<file path="src/rtl/prog_loader.sv">
// UART (8N1) boot loader: receives a little-endian word count, then that many words, into instruction memory.
// Defining PROG_LOADER_CHKSUM_EN adds a trailing XOR checksum byte that must match before the CPU is released.
`timescale 1ns/1ps
module prog_loader #(
  parameter int CLKS_PER_BIT = 868,
  parameter int WORD         = 4096
) (
  input  logic        clk,
  input  logic        rst,
  input  logic        rx,
  output logic [31:0] mem_addr,
  output logic [31:0] mem_wdata,
  output logic        mem_we,
  output logic        cpu_rst,
  output logic        busy,
  output logic        done,
  output logic        err
);
  localparam int            CW        = $clog2(CLKS_PER_BIT + 1);
  localparam logic [CW-1:0] CNT_ZERO  = {CW{1'b0}};
  localparam logic [CW-1:0] CNT_ONE   = CW'(1);
  localparam logic [CW-1:0] BIT_LAST  = CW'(CLKS_PER_BIT - 1);
  localparam logic [CW-1:0] HALF_LAST = CW'(CLKS_PER_BIT / 2 - 1);
  localparam logic [31:0]   WORD_MAX  = 32'(WORD);

  typedef enum logic [1:0] {RX_IDLE, RX_START, RX_DATA, RX_STOP} rx_state_t;
  typedef enum logic [1:0] {L_LEN, L_DATA, L_DONE, L_ERR} ld_state_t;

  logic          rx_meta_r, rx_sync_r, rx_prev_r;
  rx_state_t     rx_state_r;
  logic [CW-1:0] clk_cnt_r;
  logic [2:0]    bit_cnt_r;
  logic [7:0]    shift_r;
  logic [7:0]    byte_r;
  logic          byte_valid_r, frame_err_r;

  ld_state_t     ld_state_r;
  logic [1:0]    byte_cnt_r;
  logic [31:0]   asm_r, len_r, idx_r;
  logic [31:0]   mem_addr_r, mem_wdata_r;
  logic          mem_we_r, cpu_rst_r, busy_r, done_r, err_r;
  logic [31:0]   word_next_s;

`ifdef PROG_LOADER_CHKSUM_EN
  logic [7:0] chk_r;
  logic       chk_wait_r;

  function automatic logic [7:0] chk_next(input logic [7:0] acc, input logic [7:0] b);
    return acc ^ b;
  endfunction
`endif

  // Incoming bytes fill from the top so the first byte ends up in bits [7:0].
  assign word_next_s = {byte_r, asm_r[31:8]};

  // Two-flop synchronizer plus a delayed copy for falling-edge detection.
  always_ff @(posedge clk or negedge rst) begin
    if (!rst) begin
      rx_meta_r <= 1'b1;
      rx_sync_r <= 1'b1;
      rx_prev_r <= 1'b1;
    end else begin
      rx_meta_r <= rx;
      rx_sync_r <= rx_meta_r;
      rx_prev_r <= rx_sync_r;
    end
  end

  // UART receiver: mid-bit sampling, one-cycle byte_valid / frame_err pulses.
  always_ff @(posedge clk or negedge rst) begin
    if (!rst) begin
      rx_state_r   <= RX_IDLE;
      clk_cnt_r    <= CNT_ZERO;
      bit_cnt_r    <= 3'd0;
      shift_r      <= 8'd0;
      byte_r       <= 8'd0;
      byte_valid_r <= 1'b0;
      frame_err_r  <= 1'b0;
    end else begin
      byte_valid_r <= 1'b0;
      frame_err_r  <= 1'b0;
      case (rx_state_r)
        RX_IDLE: begin
          clk_cnt_r <= CNT_ZERO;
          bit_cnt_r <= 3'd0;
          if (rx_prev_r && !rx_sync_r) rx_state_r <= RX_START;
          else                         rx_state_r <= RX_IDLE;
        end
        RX_START: begin
          if (clk_cnt_r == HALF_LAST) begin
            clk_cnt_r  <= CNT_ZERO;
            rx_state_r <= rx_sync_r ? RX_IDLE : RX_DATA;
          end else begin
            clk_cnt_r <= clk_cnt_r + CNT_ONE;
          end
        end
        RX_DATA: begin
          if (clk_cnt_r == BIT_LAST) begin
            clk_cnt_r <= CNT_ZERO;
            shift_r   <= {rx_sync_r, shift_r[7:1]};
            bit_cnt_r <= bit_cnt_r + 3'd1;
            if (bit_cnt_r == 3'd7) rx_state_r <= RX_STOP;
            else                   rx_state_r <= RX_DATA;
          end else begin
            clk_cnt_r <= clk_cnt_r + CNT_ONE;
          end
        end
        RX_STOP: begin
          if (clk_cnt_r == BIT_LAST) begin
            clk_cnt_r  <= CNT_ZERO;
            rx_state_r <= RX_IDLE;
            if (rx_sync_r) begin
              byte_valid_r <= 1'b1;
              byte_r       <= shift_r;
            end else begin
              frame_err_r <= 1'b1;
            end
          end else begin
            clk_cnt_r <= clk_cnt_r + CNT_ONE;
          end
        end
        default: rx_state_r <= RX_IDLE;
      endcase
    end
  end

  // Loader: length and word assembly, memory writes, status flags derived from the settled state.
  always_ff @(posedge clk or negedge rst) begin
    if (!rst) begin
      ld_state_r  <= L_LEN;
      byte_cnt_r  <= 2'd0;
      asm_r       <= 32'd0;
      len_r       <= 32'd0;
      idx_r       <= 32'd0;
      mem_addr_r  <= 32'd0;
      mem_wdata_r <= 32'd0;
      mem_we_r    <= 1'b0;
      cpu_rst_r   <= 1'b1;
      busy_r      <= 1'b0;
      done_r      <= 1'b0;
      err_r       <= 1'b0;
`ifdef PROG_LOADER_CHKSUM_EN
      chk_r       <= 8'd0;
      chk_wait_r  <= 1'b0;
`endif
    end else begin
      mem_we_r  <= 1'b0;
      cpu_rst_r <= (ld_state_r != L_DONE);
      done_r    <= (ld_state_r == L_DONE);
      err_r     <= (ld_state_r == L_ERR);
      if (ld_state_r == L_DONE || ld_state_r == L_ERR) busy_r <= 1'b0;
      else if (byte_valid_r)                           busy_r <= 1'b1;
      else                                             busy_r <= busy_r;

      case (ld_state_r)
        L_LEN: begin
          if (frame_err_r) begin
            ld_state_r <= L_ERR;
          end else if (byte_valid_r) begin
            asm_r      <= word_next_s;
            byte_cnt_r <= byte_cnt_r + 2'd1;
`ifdef PROG_LOADER_CHKSUM_EN
            chk_r      <= chk_next(chk_r, byte_r);
`endif
            if (byte_cnt_r == 2'd3) begin
              len_r <= word_next_s;
              if (word_next_s > WORD_MAX) begin
                ld_state_r <= L_ERR;
              end else if (word_next_s == 32'd0) begin
`ifdef PROG_LOADER_CHKSUM_EN
                ld_state_r <= L_DATA;
                chk_wait_r <= 1'b1;
`else
                ld_state_r <= L_DONE;
`endif
              end else begin
                ld_state_r <= L_DATA;
              end
            end
          end
        end
        L_DATA: begin
          if (frame_err_r) begin
            ld_state_r <= L_ERR;
          end else if (byte_valid_r) begin
`ifdef PROG_LOADER_CHKSUM_EN
            if (chk_wait_r) begin
              ld_state_r <= (byte_r == chk_r) ? L_DONE : L_ERR;
            end else begin
              chk_r <= chk_next(chk_r, byte_r);
`endif
              asm_r      <= word_next_s;
              byte_cnt_r <= byte_cnt_r + 2'd1;
              if (byte_cnt_r == 2'd3) begin
                mem_we_r    <= 1'b1;
                mem_addr_r  <= idx_r;
                mem_wdata_r <= word_next_s;
                idx_r       <= idx_r + 32'd1;
                if (idx_r == len_r - 32'd1) begin
`ifdef PROG_LOADER_CHKSUM_EN
                  chk_wait_r <= 1'b1;
`else
                  ld_state_r <= L_DONE;
`endif
                end
              end
`ifdef PROG_LOADER_CHKSUM_EN
            end
`endif
          end
        end
        L_DONE:  ld_state_r <= L_DONE;
        L_ERR:   ld_state_r <= L_ERR;
        default: ld_state_r <= L_ERR;
      endcase
    end
  end

  assign mem_addr  = mem_addr_r;
  assign mem_wdata = mem_wdata_r;
  assign mem_we    = mem_we_r;
  assign cpu_rst   = cpu_rst_r;
  assign busy      = busy_r;
  assign done      = done_r;
  assign err       = err_r;
endmodule

</file>
<file path="config.mk">
export PLATFORM = sky130hd
export DESIGN_NAME = prog_loader
export DESIGN_NICKNAME = d
export VERILOG_FILES = /design/src/rtl/prog_loader.sv
export SDC_FILE = /design/constraint.sdc
export NUM_CORES = 1
export LEC_CHECK = 0
export ABC_AREA = 1
export CORE_MARGIN = 3
export CORE_UTILIZATION = 50
export DETAILED_ROUTE_END_ITERATION = 6
export PLACE_DENSITY = 0.7
export SETUP_SLACK_MARGIN = 0.1
export SYNTH_ARGS = -nofsm -noshare
export SYNTH_HDL_FRONTEND = slang
export SYNTH_SLANG_ARGS = --single-unit
</file>
<file path="constraint.sdc">
create_clock -name clk -period 2.4 [get_ports clk]
set_input_delay 0.48 -clock clk [delete_from_list [all_inputs] [get_ports clk]]
set_output_delay 0.48 -clock clk [all_outputs]
set_load 0.02 [all_outputs]
</file>
==> results of run 1 <==
==> metal layers <==
metal	vias up	global-route usage, %
met4	0	6.41
met2	105	33.9
met1	3421	30.2
met3	23	3.33
li1	3696	-
met5	-	0
==> kinds of logic after synthesis <==
kind of cell               count (synthesis)
adders and majority gates                  7
AOI/OAI and AO/OA                        155
DFF                                      197
and+or+nand+nor                          537
muxes                                      1
xor gates and xnor gates                  59
buffers and inverters                    153
==> synth_stat cells (all sizes together) <==
cell	instances
a211oi	1
a21o	1
a21oi	5
a32oi	1
buf	3
clkbuf	24
clkinv	1
dfrtp	193
dfstp	4
ha	7
inv	125
mux2	1
nand2	325
nand3	47
nand3b	6
nand4	15
nor2	113
nor3	19
nor3b	2
nor4	9
o211ai	1
o21ai	141
o21bai	3
o31ai	1
o32ai	1
or2	1
xnor2	13
xor2	46
==> flip-flops by register name, summed over array words and instances (netlist names), 2 cells and up, named ones only <==
name        cells
byte_r          8
mem_wdata      32
bit_cnt_r       3
ld_state_r      2
clk_cnt_r      10
byte_cnt_r      2
mem_addr       32
idx_r          32
shift_r         8
len_r          32
asm_r          24
==> timing repair <==
action | CTS | global route
gates resized for setup | 5 | 26
pin swaps | 0 | 5
buffers inserted | 0 | 6
endpoints found under the setup margin | 2 | 5
cloned | 0 | 0
==> report_power, final <==
part / leakage, nW / switching (mW) / internal (mW)
clock: 0.272 / 1.26 / 1.53
sequential: 2.72 / 0.0811 / 3.40
combinational: 2.38 / 0.186 / 0.106
total: 5.37 / 1.53 / 5.03
==> worst max-delay path: cells and delay by family (launching register included) <==
| kind | cells | cell delay, ps |
|---|---|---|
| buffers and inverters | 2 | 280 |
| DFF | 1 | 410 |
| and+or+nand+nor | 11 | 1070 |
| xor gates and xnor gates | 1 | 140 |
| adders and majority gates | 1 | 160 |
==> layout make-up <==
| class | count | area (um2) |
|---|---|---|
| fill | 1640 | 7080 |
| sequential | 197 | 4930 |
| multi-input combinational | 759 | 3830 |
| timing repair buffer | 94 | 912 |
| clock buffer | 23 | 478 |
| inverter | 126 | 474 |
| tap | 229 | 287 |
| clock inverter | 8 | 91.3 |
==> stage by stage <==
stage               area, um2  total power, mW  worst slack (ps)
finish                  11000             6.56               234
floorplan                9240             3.70               411
CTS                     10900             6.61               110
detailed placement      10300             3.84             -10.0
global placement        10300             3.82              65.7
global route            11000             6.82              75.8
==> worst max-delay path by stage <==
| stage | end | slack [ps] | cells past startpoint |
|---|---|---|---|
| after detailed placement | ld_state_r[0] | -10 | 17 |
| after floorplan | ld_state_r[0] | 410 | 17 |
| after CTS | ld_state_r[0] | 110 | 17 |
| after global placement | ld_state_r[0] | 70 | 17 |
| after global routing | ld_state_r[0] | 80 | 15 |
| final | ld_state_r[0] | 230 | 15 |
==> metrics.md, run 1 <==
| Metric | Value |
|---|---|
| N_diodes | 0 |
| TritonRoute pass-1 iters | 4 |
| Insertion delay of the later-clocked pin in the worst-skew pair | 430 ps |
| Critical Path AT | ~2500 ps |
| Root Buffer | clkbuf_16 |
| Post-detailed-route wirelength per cell | 14.3 um |
| Worst max-slew margin expressed relative to the limit | roughly 62% |
| Clock tree from TritonCTS | done |
| Global-route wire length before repair | between 30000 and 40000 um |
| Power density cells | 596 nW/um2 |
| Crit path launch | len_r[0] |
| Fraction of the mapped netlist area in compound gates | 8.70% |
| Clock period minus final worst setup slack | 2170 ps |
| Logic depth of the worst register-to-register path | 15 |
| Number of antenna violations at the first check in global routing | 0 |
| Source of the worst register-to-register timing path | len_r[0] |
| Worst Hold Class | input port to async pin |
| Total count of max-transition violations in the final report | 0 |
| Gr usage total | 21.2% |
| Fraction of the mapped netlist area in adder cells | 0.947% |
| HPWL after DPL | 15100 um |
| Residual overflow from global routing | 0 |
| Detailed Route Iter0 Violations | 424 |
| Summed instance area of the synthesized netlist | just over 9000 um2 |
| Post-synth top area share | 52.2% |
| Die Width | 142 um |
| Synthesized netlist cell count | 1109 |
| Number of synthesized register bits | 197 |
| Hold buffer count at CTS | 0 |
| Number of global-route vias before repair | 6938 |
| Multiplexer share of the synthesized area | 0.122% |
| Area inside the core boundary | 18100 um2 |
| Combinational family with the most area after synthesis | simple AND/OR/NAND/NOR gates |
| Sinks on the clock net | 197 |
| I/O pin cnt | 72 |
| Post-route antenna net violation count | 0 |
| Number of H-tree levels | 4 |
| VDD IR-drop max | ~0.48 mV |
| Most frequent cells in the layout | nand2_1 (316), dfrtp_1 (193), o21ai_0 (138) |
| Worst-case hold slack | 20.7 ps |
| Highest metal layer with signal wires | met4 |
| Final setup vio count | 0 |
| Height of the chip | approximately 140 um |
| Maximum number of pins on one net before global-route repair | 67 |
| Data required time at the worst endpoint | 2720 ps |
| Tightest Pin Transition | approximately 560 ps |
| Max Clock Skew | 8.43 ps |
| Type of origin of the critical path | flip-flop |
| Crit. End Element | flip-flop |
| Final period util | between 90% and 100% |
| Critical path, cell by cell | inv_2, ha_4, nand2_2, nor2_4, buf_4, xor2_1, nand2_1, nor2_1, nand3_1, nor3_2, nand2_1, nand2_1, nand2_1, nand2_1, nand2_1 |
| Biggest area consumer among synthesized cells | dfrtp_1 |
| Die outline area | 20200 um2 |
| Top cell by count, worst path | nand2_1 |
| Met2 wirelength from detailed routing | 9690 um |
| Clk buf depth | 2 |
| Initial standard-cell utilization of the core | roughly 51% |
| Port-buffer cells | 71 |
| Total of max-cap violations | 0 |
| Sum of met3 wire segment lengths after detailed routing | 509 um |
| Count of non-filler cells in the finished layout | 1436 |
| RSZ-0062 raised after global routing | false |
| Post-Synth XOR/XNOR Area | 5.59% |
| Critical path peak fanout | 5 |
| Leakage dissipation | between 5 and 6 nW |
| Sum of negative setup slack | 0 ps |
| Post-detailed-route via-to-cell ratio | 5.05 |
| Worst R2R End | ld_state_r[0] |
| Maximum clock frequency | 462 MHz |
| Number of hold violations in the final report | 0 |
| Vias | 7245 |
| Synth-to-Final Area Change | 19.1% |
| Last weighted congestion value of the routability-driven placer | 0.869 |
| Synthesized area per cell | 8.34 um2 |
| Largest stage delay on the critical path | ~410 ps |
| Fraction of layout instances using a drive strength above 1 | 8.70% |
| Share of the core filled with cells | 60.9% |
| Seq/Total Area, Yosys | a little over half |
| Slowest cell on the critical path | dfrtp_1 |
| Clock-pin slew on the worst setup and hold paths | 70 ps |
| Number of placement rows | 49 |
| Post-Syn Nets | approximately 1.1k |
| Synthesis warning total | 0 |
| Top cells by area, synth | dfrtp_1 (52%), nand2_1 (13%), o21ai_0 (7.5%), inv_1 (5.0%), xor2_1 (4.4%) |
| Wire length on met1 | approximately 10000 um |
| Outcome | complete, no violations |
| Final layout net count | 1205 |
| Flop-to-flop setup slack | 230 ps |
| Count of placed standard cells including taps | around 1.4k |
| Cell variety after synth | 41 |
| DRC violations left | 0 |
| Critical Setup Path Class | flip-flop to flip-flop |
| Final wirelength | 20500 um |
| Basic-gate share of the synthesized area counting and, or, nand and nor cells | approximately a quarter |
| Most common cell after layout, fill and taps aside | nand2_1 |
| CTS buffer count | 17 |
(Power assumes the default switching activity.)
==> run 2: changes to the inputs <==
Settings changed: CORE_ASPECT_RATIO set to 0.6.
==> metrics.md, run 2 (synthesized netlist as in run 1, its figures left out) <==
| Metric | Value |
|---|---|
| Power density cells | 595 nW/um2 (was 596 nW/um2) |
| Height of the chip | 111 um (was 142 um) |
| Post-detailed-route wirelength per cell | 15.7 um (was 14.3 um) |
| Initial standard-cell utilization of the core | 52.4% (was 51.1%) |
| Share of the core filled with cells | 63.6% (was 60.9%) |
| Number of placement rows | 37 (was 49) |
| Final wirelength | 22800 um (was 20500 um) |
| Global-route wire length before repair | 37800 um (was 34400 um) |
| Number of inserted filler cells in the final layout | 1525 (was 1640) |
| N_diodes | 0 (unchanged) |
| Vias | 7514 (was 7245) |
| Switching Share | 25.3% (was 23.3%) |
| Outcome | complete, no violations (unchanged) |
| Global-route track usage on met1 | 38.4% (was 30.2%) |
| Type of origin of the critical path | flip-flop (unchanged) |
| Clock period minus final worst setup slack | 2210 ps (was 2170 ps) |
| Global-route track usage on met2 | 31.4% (was 33.9%) |
| Die Width | 182 um (was 142 um) |
| Tightest Pin Transition | 545 ps (was 563 ps) |
| Maximum number of pins on one net before global-route repair | 65 (was 67) |
| Final setup vio count | 0 (unchanged) |
| Number of global-route vias before repair | 7098 (was 6938) |
| Part of the total power dissipated in the clock network | 43.4% (was 42.5%) |
| Gr usage total | 23.3% (was 21.2%) |
| Multi-input gate area in the final layout | 3910 um2 (was 3830 um2) |
| Detailed Route Iter0 Violations | 602 (was 424) |
| Die outline area | 20200 um2 (about the same) |
| Synth-to-Final Area Change | 21.3% (was 19.1%) |
| Leakage dissipation | 5.45 nW (was 5.37 nW) |
| Clock tree from TritonCTS | done (unchanged) |
| Clock-pin slew on the worst setup and hold paths | 80 ps (was 70 ps) |
| Fraction of layout instances using a drive strength above 1 | 11.4% (was 8.70%) |
| Last weighted congestion value of the routability-driven placer | 0.954 (was 0.869) |
| Total of max-cap violations | 0 (unchanged) |
| HPWL after DPL | 16700 um (was 15100 um) |
| VDD IR-drop max | 0.449 mV (was 0.480 mV) |
| DRC violations left | 0 (unchanged) |
| Critical path peak fanout | 5 (unchanged) |
| Worst max-slew margin expressed relative to the limit | 63.7% (was 62.4%) |
| Port-buffer cells | 71 (unchanged) |
| Total count of max-transition violations in the final report | 0 (unchanged) |
| Sum of negative setup slack | 0 ps (unchanged) |
| Met3 Usage GRT | 4.33% (was 3.33%) |
| Share of power burned in registers | 52.2% (was 53.0%) |
| Maximum clock frequency | 452 MHz (was 462 MHz) |
| Residual overflow from global routing | 0 (unchanged) |
| Post-detailed-route via-to-cell ratio | 5.18 (was 5.05) |
| Insertion delay of the later-clocked pin in the worst-skew pair | 450 ps (was 430 ps) |
| Combinational cell fraction of total power | 4.4% (was 4.5%) |
| Final period util | 92.2% (was 90.3%) |
| Area inside the core boundary | 17600 um2 (was 18100 um2) |
| Most common cell after layout, fill and taps aside | nand2_1 (unchanged) |
| CTS buffer count | 17 (unchanged) |
| Sinks on the clock net | 197 (unchanged) |
| Number of antenna violations at the first check in global routing | 0 (unchanged) |
| Max Clock Skew | 13.7 ps (was 8.43 ps) |
| I/O pin cnt | 72 (unchanged) |
| RSZ-0062 raised after global routing | true (was false) |
| Crit. End Element | flip-flop (unchanged) |
| Number of hold violations in the final report | 0 (unchanged) |
| Sum of internal, switching and leakage power | 6.67 mW (was 6.56 mW) |
| Data required time at the worst endpoint | 2740 ps (was 2720 ps) |
| Root Buffer | clkbuf_16 (unchanged) |
| Final layout net count | 1214 (was 1205) |
| TritonRoute pass-1 iters | 5 (was 4) |
| Critical Setup Path Class | flip-flop to flip-flop (unchanged) |
| Number of H-tree levels | 4 (unchanged) |
| Hold buffer count at CTS | 0 (unchanged) |
| Most frequent cells in the layout | nand2_1 (312), dfrtp_1 (187), o21ai_0 (138) (was nand2_1 (316), dfrtp_1 (193), o21ai_0 (138)) |
| Cell-internal power | 4.99 mW (was 5.03 mW) |
| Clk buf depth | 2 (unchanged) |
| Critical Path AT | 2560 ps (was 2490 ps) |
| Worst Hold Class | input port to async pin (unchanged) |
| Post-route antenna net violation count | 0 (unchanged) |
| Busiest layer in global routing | met1 (was met2) |
| Area of all sequential standard cells | 4940 um2 (was 4930 um2) |
| Sw Pwr | 1.69 mW (was 1.53 mW) |
[run 2: worst paths after layout]
kind | startpoint | endpoint | slack, ps | depth (start not counted)
max in group asynchronous | rst | len_r[18] | 1660 | 2
max | len_r[2] | ld_state_r[0] | 190 | 15
min reg2reg | rx_meta_r | rx_sync_r | 360 | 0
min in group clk | rx_meta_r | rx_sync_r | 360 | 0
min | rst | mem_wdata[20] | 20 | 1
max reg2reg | len_r[2] | ld_state_r[0] | 190 | 15
[run 2: final cells by class]
cell class / instances / area share (%)
clock inverter: 15 / 1.49
sequential: 197 / 44.1
multi-input combinational: 759 / 34.9
clock buffer: 17 / 3.79
timing repair buffer: 103 / 8.91
tap: 234 / 2.61
inverter: 126 / 4.24
[run 2: stage by stage]
step | setup slack [ps] | area, um2 | hold WS [ps] | cells
floorplan | 411 | 9240 | 184 | 1109
global placement | 62.7 | 10400 | 347 | 1411
detailed placement | -45.4 | 10400 | 347 | 1411
CTS | 118 | 11000 | 26.3 | 1443
global route | -8.37 | 11200 | 45.1 | 1451
finish | 188 | 11200 | 15.9 | 1451
[run 2: layer usage]
layer	part of all wire, %	wire length (um)	vias to the layer above
li1	-	-	3708
met1	53	12000	3597
met2	40	9160	192
met3	6.1	1400	17
met4	0.88	201	0
met5	0	0	-
[run 2: power groups by stage]
stage	Clock [mW]	Sequential, mW	Combinational [mW]
final	2.90	3.48	0.294
after global routing	3.07	3.50	0.345
after detailed placement	0	3.54	0.299
after global placement	0	3.54	0.291
after CTS	2.94	3.48	0.298
after floorplan	0	3.52	0.180
[run 2: timing repair]
item,4_1_cts,5_1_grt
pin swaps,0,11
setup buffers,0,8
setup endpoints to repair,2,22
resized for setup,6,56
gates cloned,0,0
[run 2: worst max-delay path: stages, from the launching register on]
cell and delay, ps:
dfrtp_1 440, nor2_1 220, nand2_4 120, nor2_4 200
buf_4 140, nand4_1 170, nand3_1 120, nand2_1 50
nor2_1 90, nand2_1 70, nor2_2 150, nand2_1 80
nand2_1 90, nand2_1 70, nand2_1 60, nand2_1 50
